==> src/rtl/disp_mode_ctrl_pkg.sv <==
// disp_mode_ctrl_pkg: mode codes, mux select levels and mode sequencing shared by the display-mode logic
package disp_mode_ctrl_pkg;
  localparam int MODE_BIT_WIDTH = 2;
  localparam logic ENABLED = 1'b1;
  localparam logic DISABLED = 1'b0;
  typedef enum logic [MODE_BIT_WIDTH-1:0] {
    MODE_HHMM = 2'd0,
    MODE_MMSS = 2'd1,
    MODE_AMPM = 2'd2
  } mode_e;
  // Unused encodings fall through to HHMM so a corrupted state self-recovers
  function automatic mode_e next_mode(input mode_e m);
    return m == MODE_HHMM ? MODE_MMSS : m == MODE_MMSS ? MODE_AMPM : MODE_HHMM;
  endfunction
endpackage

==> src/rtl/disp_mode_ctrl_btn_debounce.sv <==
// btn_debounce: 2-flop synchronizer, level debounce and one-pulse press on each accepted rising level
module btn_debounce #(
  parameter int DEB_CYCLES = 4
) (
  input  logic clk,
  input  logic rst_n,
  input  logic i_btn,
  output logic o_lvl,
  output logic o_press
);
  logic r_s1, r_s2, r_lvl, r_press;
  logic [7:0] r_cnt;
  logic w_diff, w_flip;
  assign w_diff = r_s2 != r_lvl;
  assign w_flip = w_diff && r_cnt == 8'(DEB_CYCLES - 1);
  always_ff @(posedge clk or negedge rst_n) begin
    if (!rst_n) begin
      r_s1 <= 1'b0;
      r_s2 <= 1'b0;
      r_lvl <= 1'b0;
      r_cnt <= 8'd0;
      r_press <= 1'b0;
    end else begin
      r_s1 <= i_btn;
      r_s2 <= r_s1;
      r_cnt <= (w_diff && !w_flip) ? r_cnt + 8'd1 : 8'd0;
      r_lvl <= r_lvl ^ w_flip;
      r_press <= w_flip && !r_lvl;
    end
  end
  assign o_lvl = r_lvl;
  assign o_press = r_press;
endmodule

==> src/rtl/disp_mode_ctrl.sv <==
// disp_mode_ctrl: cycles HHMM/MMSS/AMPM on debounced presses and falls back to HHMM after TIMEOUT_S idle ticks
module disp_mode_ctrl
  import disp_mode_ctrl_pkg::*;
#(
  parameter int DEB_CYCLES = 4,
  parameter int TIMEOUT_S = 10
) (
  input  logic                      clk,
  input  logic                      rst_n,
  input  logic                      btn_mode,
  input  logic                      tick_1hz,
  output logic                      sec,
  output logic                      hour,
  output logic [MODE_BIT_WIDTH-1:0] mode,
  output logic                      press
);
  mode_e r_state, w_next;
  logic [7:0] r_to_cnt, w_to_next;
  logic w_press, w_lvl;
  btn_debounce #(.DEB_CYCLES(DEB_CYCLES)) u_deb (
    .clk    (clk),
    .rst_n  (rst_n),
    .i_btn  (btn_mode),
    .o_lvl  (w_lvl),
    .o_press(w_press)
  );
  // A press outranks a same-cycle timeout tick
  always_comb begin
    w_next = r_state;
    w_to_next = r_to_cnt;
    if (w_press) begin
      w_next = next_mode(r_state);
      w_to_next = 8'd0;
    end else if (r_state != MODE_MMSS && r_state != MODE_AMPM) begin
      w_next = MODE_HHMM;
      w_to_next = 8'd0;
    end else if (tick_1hz) begin
      w_next = r_to_cnt == 8'(TIMEOUT_S - 1) ? MODE_HHMM : r_state;
      w_to_next = r_to_cnt == 8'(TIMEOUT_S - 1) ? 8'd0 : r_to_cnt + 8'd1;
    end
  end
  always_ff @(posedge clk or negedge rst_n) begin
    if (!rst_n) begin
      r_state <= MODE_HHMM;
      r_to_cnt <= 8'd0;
    end else begin
      r_state <= w_next;
      r_to_cnt <= w_to_next;
    end
  end
  assign mode = r_state;
  assign sec = r_state == MODE_MMSS ? ENABLED : DISABLED;
  assign hour = r_state == MODE_AMPM ? ENABLED : DISABLED;
  assign press = w_press;
endmodule

==> config.mk <==
export PLATFORM = sky130hd
export DESIGN_NAME = disp_mode_ctrl
export DESIGN_NICKNAME = d
export VERILOG_FILES = /design/src/rtl/disp_mode_ctrl_pkg.sv /design/src/rtl/disp_mode_ctrl_btn_debounce.sv /design/src/rtl/disp_mode_ctrl.sv
export SDC_FILE = /design/constraint.sdc
export NUM_CORES = 1
export LEC_CHECK = 0
export CAP_MARGIN = 5
export CORE_MARGIN = 2
export CORE_UTILIZATION = 59
export CTS_CLUSTER_DIAMETER = 200
export DETAILED_ROUTE_END_ITERATION = 12
export PLACE_DENSITY = 0.77
export SYNTH_ARGS = -nofsm -noshare
export SYNTH_HDL_FRONTEND = slang
export SYNTH_SLANG_ARGS = --single-unit
==> constraint.sdc <==
create_clock -name clk -period 5 [get_ports clk]
set_clock_uncertainty 0.15 [all_clocks]
set_input_delay 1 -clock clk [delete_from_list [all_inputs] [get_ports clk]]
set_output_delay 1 -clock clk [all_outputs]
set_load 0.05 [all_outputs]
== Yosys cells after proc, flatten, opt, wreduce, memory -nomap -nowiden ==
Cells that the tools add are included.

* Output and inout port bits: 5
* Input port bits: 4
* Flip-flop bits (word level): 22

* Add/subtract/negate cells: 2
* Reduce and logical (&&, ||, !) cells: 10
* Equal/unequal tests: 7
* Multiplexer cells: 13
* Bitwise gates (word level): 1

{| class="wikitable"
|+ Operators by type and width
! operator !! count
|-
| $mux W8 || 5
|-
| $add A8 B1 Y8 const B || 2
|-
| $mux W2 || 6
|-
| $eq A8 B2 Y1 const B || 1
|-
| $eq A8 B4 Y1 const B || 1
|-
| $reduce_bool A3 Y1 || 2
|-
| $logic_and A1 B1 Y1 || 4
|-
| $eq A2 B1 Y1 const B || 1
|-
| $eq A2 B2 Y1 const B || 1
|-
| $logic_not A1 Y1 || 2
|-
| $logic_not A2 Y1 || 1
|-
| $mux W1 || 2
|-
| $ne A2 B1 Y1 const B || 1
|-
| $ne A2 B2 Y1 const B || 1
|-
| $reduce_and A2 Y1 || 1
|-
| $ne A1 B1 Y1 || 1
|-
| $xor A1 B1 Y1 || 1
|}

== Longest topological paths before layout ==
Gate-level depths: netlist of run 1.

* Depth in word-level cells: 5
* Gate-level depth with buffers: 6
* Gate-level depth less buffers: 6

== Cells and area by module ==
A second synthesis of run 1 with hierarchy kept.

* Cell total of the unflattened synthesis: 104
* Area, all modules: 1113.6 µm²

{| class="wikitable"
|+ By module, submodules not included
! module !! seq. area each (µm²) !! area an instance (µm²) !! instances !! cells an instance
|-
| disp_mode_ctrl || 250.2 || 596.8 || 1 || 59
|-
| btn_debounce || 300.3 || 516.7 || 1 || 45
|}

== Least setup slack after synthesis of run 1 ==
OpenSTA, ideal clock, no wires.

* Path kind: reg2out
* Start point: register r_state[1], in the netlist mode[1]
* End point: output sec
* Cell stages (with the launch flop): 3
* Setup slack: 2.641 ns
* Buffers on the path: 0
* Arrival time: 1.209 ns
* Data required time: 3.850 ns
* Cells stage by stage: dfrtp_1 -> inv_1 -> ha_1

* Longest elaborated chain between the ends: 2

{| class="wikitable"
|+ Ends and longest elaborated chain
! what !! RTL line !! RTL
|-
| start, declared || disp_mode_ctrl.sv:17 || <nowiki>mode_e r_state, w_next;</nowiki>
|-
| start signal, assigned || disp_mode_ctrl.sv:47 || <nowiki>r_state <= w_next;</nowiki>
|-
| $eq A2 B1 Y1 || disp_mode_ctrl.sv:52 || <nowiki>assign sec = r_state == MODE_MMSS ? ENABLED : DISABLED;</nowiki>
|-
| $mux W1 || disp_mode_ctrl.sv:52 ||
|-
| end, declared || disp_mode_ctrl.sv:12 || <nowiki>output logic sec,</nowiki>
|}

No other way between the ends.

== Worst setup path after layout of run 1 ==
Ends and elaborated chain as after synthesis.

==> results of run 1 <==
## metal layers
layer | track usage | up-vias
li1 | - | 361
met1 | 0.242 | 370
met2 | 0.356 | 9
met3 | 0.0471 | 2
met4 | 0.0833 | 0
met5 | 0 | -
## final cells by class
type                       count  area, um^2  area share
sequential                    22         551       0.451
timing repair buffer           8        80.1      0.0656
clock buffer                   4        36.3      0.0297
multi-input combinational     71         508       0.416
tap                           25        31.3      0.0256
inverter                       4        15.0      0.0123
## placed cells by master, fill, tap and decap left out
cell / Yosys / final
dfrtp_1: 22 / 22
nor2_1: 13 / 13
xor2_1: 9 / 9
clkdlybuf4s50_1: 0 / 8
nand2_1: 7 / 7
ha_1: 7 / 7
nand3_1: 6 / 6
inv_1: 4 / 4
nor4_1: 3 / 3
and3_1: 3 / 3
xnor2_1: 3 / 3
o21ai_1: 3 / 3
clkbuf_4: 0 / 3
nand4_1: 2 / 2
nor3b_1: 1 / 1
nand4bb_1: 1 / 1
a211o_1: 1 / 1
nor3b_2: 1 / 1
nand3_2: 1 / 1
and4bb_1: 1 / 1
and3b_1: 1 / 1
o41ai_2: 1 / 1
or3b_1: 1 / 1
a21o_1: 1 / 1
o22ai_1: 1 / 1
o21ai_0: 1 / 1
mux2_2: 1 / 1
nor4_2: 1 / 1
nor2_2: 1 / 1
clkbuf_8: 0 / 1
## sequential cells by signal, indices dropped and copies added, names as in the netlist, named ones only
name,flops
r_to_cnt,8
mode,2
u_deb.r_s2,1
u_deb.r_cnt,8
u_deb.o_press,1
u_deb.r_s1,1
## power groups by stage
stage	clock network (mW)	logic (mW)	registers, mW
2_1_floorplan	0	0.0415	0.214
3_3_place_gp	0	0.0622	0.212
3_5_place_dp	0	0.0655	0.214
4_1_cts	0.0972	0.0655	0.211
5_1_grt	0.106	0.0718	0.214
6_report	0.0936	0.0643	0.211
## worst max path at each step
stage,cells past startpoint,end,slack (ns)
floorplan,2,sec,2.64
global placement,3,hour,2.43
detailed placement,3,hour,2.39
CTS,3,hour,2.05
global route,3,sec,1.97
finish,3,sec,2.07
## logic make-up after synthesis
| group | synth area share |
|---|---|
| AO/OA/AOI/OAI | 0.0548 |
| XOR/XNOR | 0.0979 |
| adder cells (fa/ha/maj) | 0.0816 |
| buffers and inverters | 0.0140 |
| flip-flops | 0.513 |
| multiplexers | 0.0105 |
| AND/OR/NAND/NOR | 0.228 |
## through the flow
step	util	cell area, um^2
CTS	0.707	1220
finish	0.707	1220
detailed placement	0.686	1180
floorplan	-	1070
global route	0.707	1220
global placement	0.686	1180
## critical path, cell delays in order (launching register included)
cell,delay [ns]
dfrtp_1,0.42
inv_1,0.12
ha_1,0.15
clkdlybuf4s50_1,0.79
==> flow_summary.toml, run 1 <==
[route]
wl_met3_um = 40
first_pass_iters = 4
ant_nets = 0
met2WireLength_um = 943
drc_errors = 0
highest_layer = "met4"
vias_per_cell = 5.54
wl_met1_um = 834
routed_wl_mm = 1.83
vias = 742
wl_per_cell_um = 13.7
drtIter0Drc = 9

[pwr]
total_power_mw = 0.369
p_per_area_nw_per_um2 = 302
internal-power_mw = 0.263
p_seq_frac = 0.572
clkPwrFrac = 0.254
peakVddDrop_mv = 0.265
pwr-share-comb = 0.174
p_leak_nw = 0.528
swShare = 0.286
switchingPower_mw = 0.106

[min_path]
min_path_cells = 0
min_path_type = "reg -> reg"
min_to = "u_deb.r_s2"
worstHoldStart = "u_deb.r_s1"

[timing]
maxSlewHeadroom = 0.372
period_minus_slack_ns = 2.93
rsz0062_at_grt = "false"
fin_tns_setup_ns = 0
hold_viol = 0
layout_setup_ws_ns = 2.07
setup_viol_count_final = 0
whs_ns = 0.221
tightest_slew_ns = 0.939
post-route-period-util = 0.587
max_freq_mhz = 341
drv_slew = 0

[worst_setup_path]
cp-start-kind = "register"
path_max_fanout = 4
r2r_start = "mode[0]"
cp.required_ns = 3.85
crit_type = "reg -> out"
worstSetupEndpointType = "output pin"
worstSetupStartpoint = "mode[1]"
rr_worst_depth = 6
rrSetupSlack_ns = 3.10
r2r_end = "r_to_cnt[2]"
cp_data_arrival_time_ns = 1.78

[global_route]
grt_antenna_before_repair = 0
grt_pass1_vias = 698
grt_pass1_wl_mm = 2.99
grt.total_usage = 0.204
grt_overflow_total = 0
grt_max_degree = 23

[synth]
synth-seq-cells = 22
yosys_warnings = 0
synth_area_leader_cell = "dfrtp_1"
synth.distinct_cells = 27
synth_top_area_share = 0.513
yosysMostFrequentCell = "dfrtp_1"
syn_area_per_cell_um2 = 11.1
synth_commonest_cells = "22 x dfrtp_1, 13 x nor2_1, 9 x xor2_1, 7 x ha_1, 7 x nand2_1"
synthFlopType = "dfrtp_1"
synthesis.nets = 108
ys_seq_area_frac = 0.513
async_reset_ff_frac = 1.00
synth-edff-count = 0
syn_inst = 97
synth_area_um2 = 1070
synth_area_leaders = "dfrtp_1 51%, ha_1 8.2%, xor2_1 7.3%, nor2_1 4.5%, nand3_1 2.8%"

[placed_design]
hpwl_mm = 1.39
place_ws_ns = 2.39
gp_congestion = 0.819
port-buffer-count = 8
dp_cells = 130

[clock_network]
htreeDepth = 1
cts_root_buf = "clkbuf_4"
cts_buffer_depth = 2
cts_hold_buf = 0
cts_sinks = 22
cts_tree = "done"
clk_latency_ns = 0.30
clk_pin_slew_ns = 0.11
cts-buffers-inserted = 3
cts_resized = 0
post_cts_buffers = 0

[final_layout]
nets = 121
layout-drive-gt1-share = 0.0917
n_antenna_cell = 0
area_growth_pct = 13.8
layout.cells.non_filler = 134
fillers = 136

[die]
design.core.area_um2 = 1730
io_pins = 9
die_w_um = 46.7
fp.dieArea_um2 = 2180
start_util = 0.622
die_h_um = 46.7
num_rows = 15

[run_status]
status = "finished clean"

[job]
maxCapViolations = 0
No activity file was read; power rests on OpenSTA's default activity.
==> run 2, diff against run 1 <==
CORE_UTILIZATION = 55   (was 59)
PLACE_DENSITY = 0.72   (was 0.77)
clock period = 2.72 ns   (was 5 ns; I/O delays follow)
==> run 2 against run 1 <==
Effect of this change:
- total power is 86% higher
- sequential power is 82% higher
- clock power is 92% higher
- setup slack worse by 1.9 ns
- first-iteration DRC count is 11% higher
- register-to-register slack worse by 2.3 ns
- sequential share of layout area is 0.28 points lower
- highest routed layer unchanged
==> flow_summary.toml, run 2 (same netlist as run 1, synthesis figures left out) <==
[global_route]
grt_pass1_vias = 688
grt.total_usage = 0.195
grt_overflow_total = 0
grt_max_degree = 23
grt_pass1_wl_mm = 3.03
grt_antenna_before_repair = 0

[min_path]
worstHoldStart = "u_deb.r_s1"
min_to = "u_deb.r_s2"
min_path_type = "reg -> reg"
min_path_cells = 0

[worst_setup_path]
rrSetupSlack_ns = 0.82
cp-start-kind = "register"
crit_type = "reg -> out"
rr_worst_depth = 6
path_max_fanout = 4
cp_data_arrival_time_ns = 1.84
worstSetupStartpoint = "mode[1]"
r2r_start = "mode[0]"
worstSetupEndpointType = "output pin"
cp.required_ns = 2.03
r2r_end = "r_to_cnt[3]"

[timing]
period_minus_slack_ns = 2.53
setup_viol_count_final = 0
hold_viol = 0
drv_slew = 0
layout_setup_ws_ns = 0.188
max_freq_mhz = 395
whs_ns = 0.219
maxSlewHeadroom = 0.660
fin_tns_setup_ns = 0
tightest_slew_ns = 0.508
rsz0062_at_grt = "false"
post-route-period-util = 0.931

[pwr]
clkPwrFrac = 0.263
p_seq_frac = 0.562
p_leak_nw = 0.533
switchingPower_mw = 0.199
p_per_area_nw_per_um2 = 557
swShare = 0.291
peakVddDrop_mv = 0.385
pwr-share-comb = 0.174
internal-power_mw = 0.486

[die]
num_rows = 15
die_w_um = 48.2
io_pins = 9
design.core.area_um2 = 1780
start_util = 0.602
die_h_um = 48.2
fp.dieArea_um2 = 2320

[placed_design]
hpwl_mm = 1.33
gp_congestion = 0.829
port-buffer-count = 8
place_area_um2 = 1190
place_ws_ns = 0.536

[final_layout]
n_antenna_cell = 0
fillers = 139
layout_commonest_cell = "dfrtp_1"
stdcell_area_um2 = 1230
nets = 122
area_growth_pct = 14.5
final_cell_mix = "22 x dfrtp_1, 13 x nor2_1, 9 x xor2_1, 8 x clkdlybuf4s50_1"
layout-drive-gt1-share = 0.100

[run_status]
status = "finished clean"

[clock_network]
cts_sinks = 22
cts_root_buf = "clkbuf_4"
htreeDepth = 1
cts_resized = 0
post_cts_buffers = 0
cts_tree = "done"
cts_buffer_depth = 2
clk_latency_ns = 0.31
cts_hold_buf = 0
clk_pin_slew_ns = 0.12
cts-buffers-inserted = 3

[route]
drc_errors = 0
vias_per_cell = 5.29
first_pass_iters = 3
ant_nets = 0
wl_per_cell_um = 13.7
routed_wl_mm = 1.85
drtIter0Drc = 10
vias = 714

[job]
maxCapViolations = 0
[run 2: cell types whose count changed in the layout (fill, tap and decap cells not counted)]
cell	change
buf_4	+1
[run 2: power by group through the flow]
stage	registers (mW)	logic, mW	clock network [mW]
3_3_place_gp	0.391	0.118	0
3_5_place_dp	0.392	0.121	0
4_1_cts	0.385	0.122	0.188
2_1_floorplan	0.394	0.0763	0
6_report	0.385	0.119	0.180
5_1_grt	0.389	0.134	0.201
[run 2: final cells by class]
cell class / instances / area (um^2) / area share
multi-input combinational: 71 / 508 / 0.413
clock buffer: 4 / 36.3 / 0.0295
sequential: 22 / 551 / 0.448
inverter: 4 / 15.0 / 0.0122
timing repair buffer: 9 / 87.6 / 0.0713
tap: 25 / 31.3 / 0.0255
[run 2: through the flow]
stage / std cells / utilization / power [mW]
2_1_floorplan: 97 / - / 0.470
3_3_place_gp: 131 / 0.669 / 0.509
3_5_place_dp: 131 / 0.669 / 0.512
4_1_cts: 135 / 0.689 / 0.695
5_1_grt: 135 / 0.689 / 0.725
6_report: 135 / 0.689 / 0.685
[run 2: routing by layer]
metal,part of all wire,vias to the layer above,routed length [um],track usage
li1,-,362,-,-
met5,0,-,0,0
met1,0.50,334,930,0.247
met4,0.016,0,29,0.103
met2,0.44,14,818,0.297
met3,0.038,4,71,0.0593
[run 2: worst max path at each step]
| stage | to | cells after the start |
|---|---|---|
| after floorplan | r_to_cnt[3] | 6 |
| after global placement | hour | 3 |
| after detailed placement | sec | 3 |
| after CTS | sec | 3 |
| after global routing | sec | 3 |
| final | sec | 3 |
[run 2: worst max-delay path: stages, from the launching register on]
cell             delay, ns
dfrtp_1               0.42
inv_1                 0.14
ha_1                  0.18
clkdlybuf4s50_1       0.80
==> run 3, diff against run 2 <==
--- a/config.mk
+++ b/config.mk
@@ -7,2 +7,3 @@
 export LEC_CHECK = 0
+export ABC_AREA = 0
 export CAP_MARGIN = 5
==> constraint.sdc (replaced) <==
create_clock -name clk -period 2.9 [get_ports clk]
set_clock_uncertainty 0.15 [all_clocks]
set_input_delay 0.29 -clock clk [delete_from_list [all_inputs] [get_ports clk]]
set_output_delay 0.29 -clock clk [all_outputs]
set_load 0.05 [all_outputs]
==> run 3 against run 2 <==
Effect of this change:
- total power up 2.5%
- critical path depth unchanged
- combinational power down 6%
- first-iteration DRC count up 30%
- register-to-register slack better by 0.17 ns
- sequential share of layout area down 0.59 points
- critical path type unchanged
- critical endpoint unchanged
- largest cell class unchanged
==> flow_summary.toml, run 3 (same netlist as run 1, synthesis figures left out) <==
[route]
routed_wl_mm = 1.77
vias = 717
drc_errors = 0
vias_per_cell = 5.31
first_pass_iters = 4
drtIter0Drc = 13
wl_per_cell_um = 13.1
ant_nets = 0

[timing]
hold_viol = 0
maxSlewHeadroom = 0.662
setup_viol_count_final = 0
fin_tns_setup_ns = 0
post-route-period-util = 0.786
drv_slew = 0
tightest_slew_ns = 0.506
max_freq_mhz = 439
rsz0062_at_grt = "false"
period_minus_slack_ns = 2.28

[pwr]
p_leak_nw = 0.540
total_power_mw = 0.702
peakVddDrop_mv = 0.345
p_per_area_nw_per_um2 = 564

[run_status]
status = "finished clean"

[final_layout]
final_cell_mix = "22 x dfrtp_1, 13 x nor2_1, 9 x xor2_1, 8 x clkdlybuf4s50_1"
n_antenna_cell = 0
nets = 122
layout_commonest_cell = "dfrtp_1"
area_growth_pct = 16.0
layout-drive-gt1-share = 0.100
fillers = 134
stdcell_area_um2 = 1240

[global_route]
grt_antenna_before_repair = 0
grt_max_degree = 23
grt_overflow_total = 0
grt.total_usage = 0.180
grt_pass1_wl_mm = 2.79
grt_pass1_vias = 648

[worst_setup_path]
slowest_delay_ns = 0.80
path_max_fanout = 4
worstSetupEndpointType = "output pin"
worstSetupStartpoint = "mode[1]"
crit_path_end = "sec"
cp_data_arrival_time_ns = 1.84
path_depth = 3
crit_chain = "inv_1 -> ha_1 -> clkdlybuf4s50_1"
r2r_start = "mode[1]"
crit_buf_inv = 2
cp.required_ns = 2.46
crit_type = "reg -> out"
rrSetupSlack_ns = 0.99
r2r_end = "r_to_cnt[3]"
rr_worst_depth = 6
critPathTopFamily = "buffers and inverters"
cp-start-kind = "register"
slowest_stage = "clkdlybuf4s50_1"

[clock_network]
clk_pin_slew_ns = 0.12
cts-buffers-inserted = 3
clk_latency_ns = 0.31
cts_tree = "done"
htreeDepth = 1
cts_hold_buf = 0
cts_resized = 0
cts_buffer_depth = 2
post_cts_buffers = 0
cts_sinks = 22
cts_root_buf = "clkbuf_4"

[die]
die_w_um = 48.2
die_h_um = 48.2
start_util = 0.602
num_rows = 15
fp.dieArea_um2 = 2320
design.core.area_um2 = 1780
io_pins = 9

[placed_design]
hpwl_mm = 1.28
gp_congestion = 0.817
place_area_um2 = 1190
port-buffer-count = 8

[job]
maxCapViolations = 0

[min_path]
min_path_type = "in -> async"
==> run 3: cell count changes in the layout (fill, tap and decap cells not counted), sizes merged <==
cell,before,now
bufinv,0,1
clkbuf,4,3
==> run 3: worst min-delay path by stage <==
stage | end
floorplan | asynchronous set/reset pin
global route | u_deb.r_cnt[1]
CTS | r_to_cnt[0]
global placement | u_deb.r_s2
finish | r_to_cnt[0]
detailed placement | u_deb.r_s2
==> run 3: metal layers <==
metal / track usage / share of wire / up-vias
li1: - / - / 362
met1: 0.224 / 0.49 / 340
met2: 0.282 / 0.45 / 13
met3: 0.0852 / 0.048 / 2
met4: 0.0486 / 0.0079 / 0
met5: 0 / 0 / -
==> run 3: worst register-to-register path, stage by stage (launching register included) <==
cell     delay [ns]
dfrtp_1        0.41
inv_1          0.11
ha_1           0.33
or3b_1         0.44
nand4_1        0.15
xor2_1         0.16
nor2_1         0.05
==> run 3: through the flow <==
step | worst slack, ns | hold slack, ns | cells | utilization
2_1_floorplan | 0.804 | -0.156 | 97 | -
3_3_place_gp | 1.03 | 0.186 | 131 | 0.669
3_5_place_dp | 0.978 | 0.228 | 131 | 0.669
4_1_cts | 0.598 | 0.161 | 135 | 0.698
5_1_grt | 0.530 | 0.164 | 135 | 0.698
6_report | 0.622 | 0.165 | 135 | 0.698
==> run 3: report_power, final <==
part | internal, mW | total, mW | switching, mW | leakage (nW)
combinational | 0.0454 | 0.112 | 0.0666 | 0.214
clock | 0.140 | 0.228 | 0.0884 | 0.0279
sequential | 0.333 | 0.362 | 0.0288 | 0.298
==> run 3: area by class of cell <==
cell class                 count  area (um^2)  share of cell area
tap                           25         31.3              0.0251
clock buffer                   3         22.5              0.0181
sequential                    22          551               0.442
multi-input combinational     71          508               0.408
clock inverter                 1         30.0              0.0241
timing repair buffer           9         87.6              0.0704
inverter                       4         15.0              0.0121
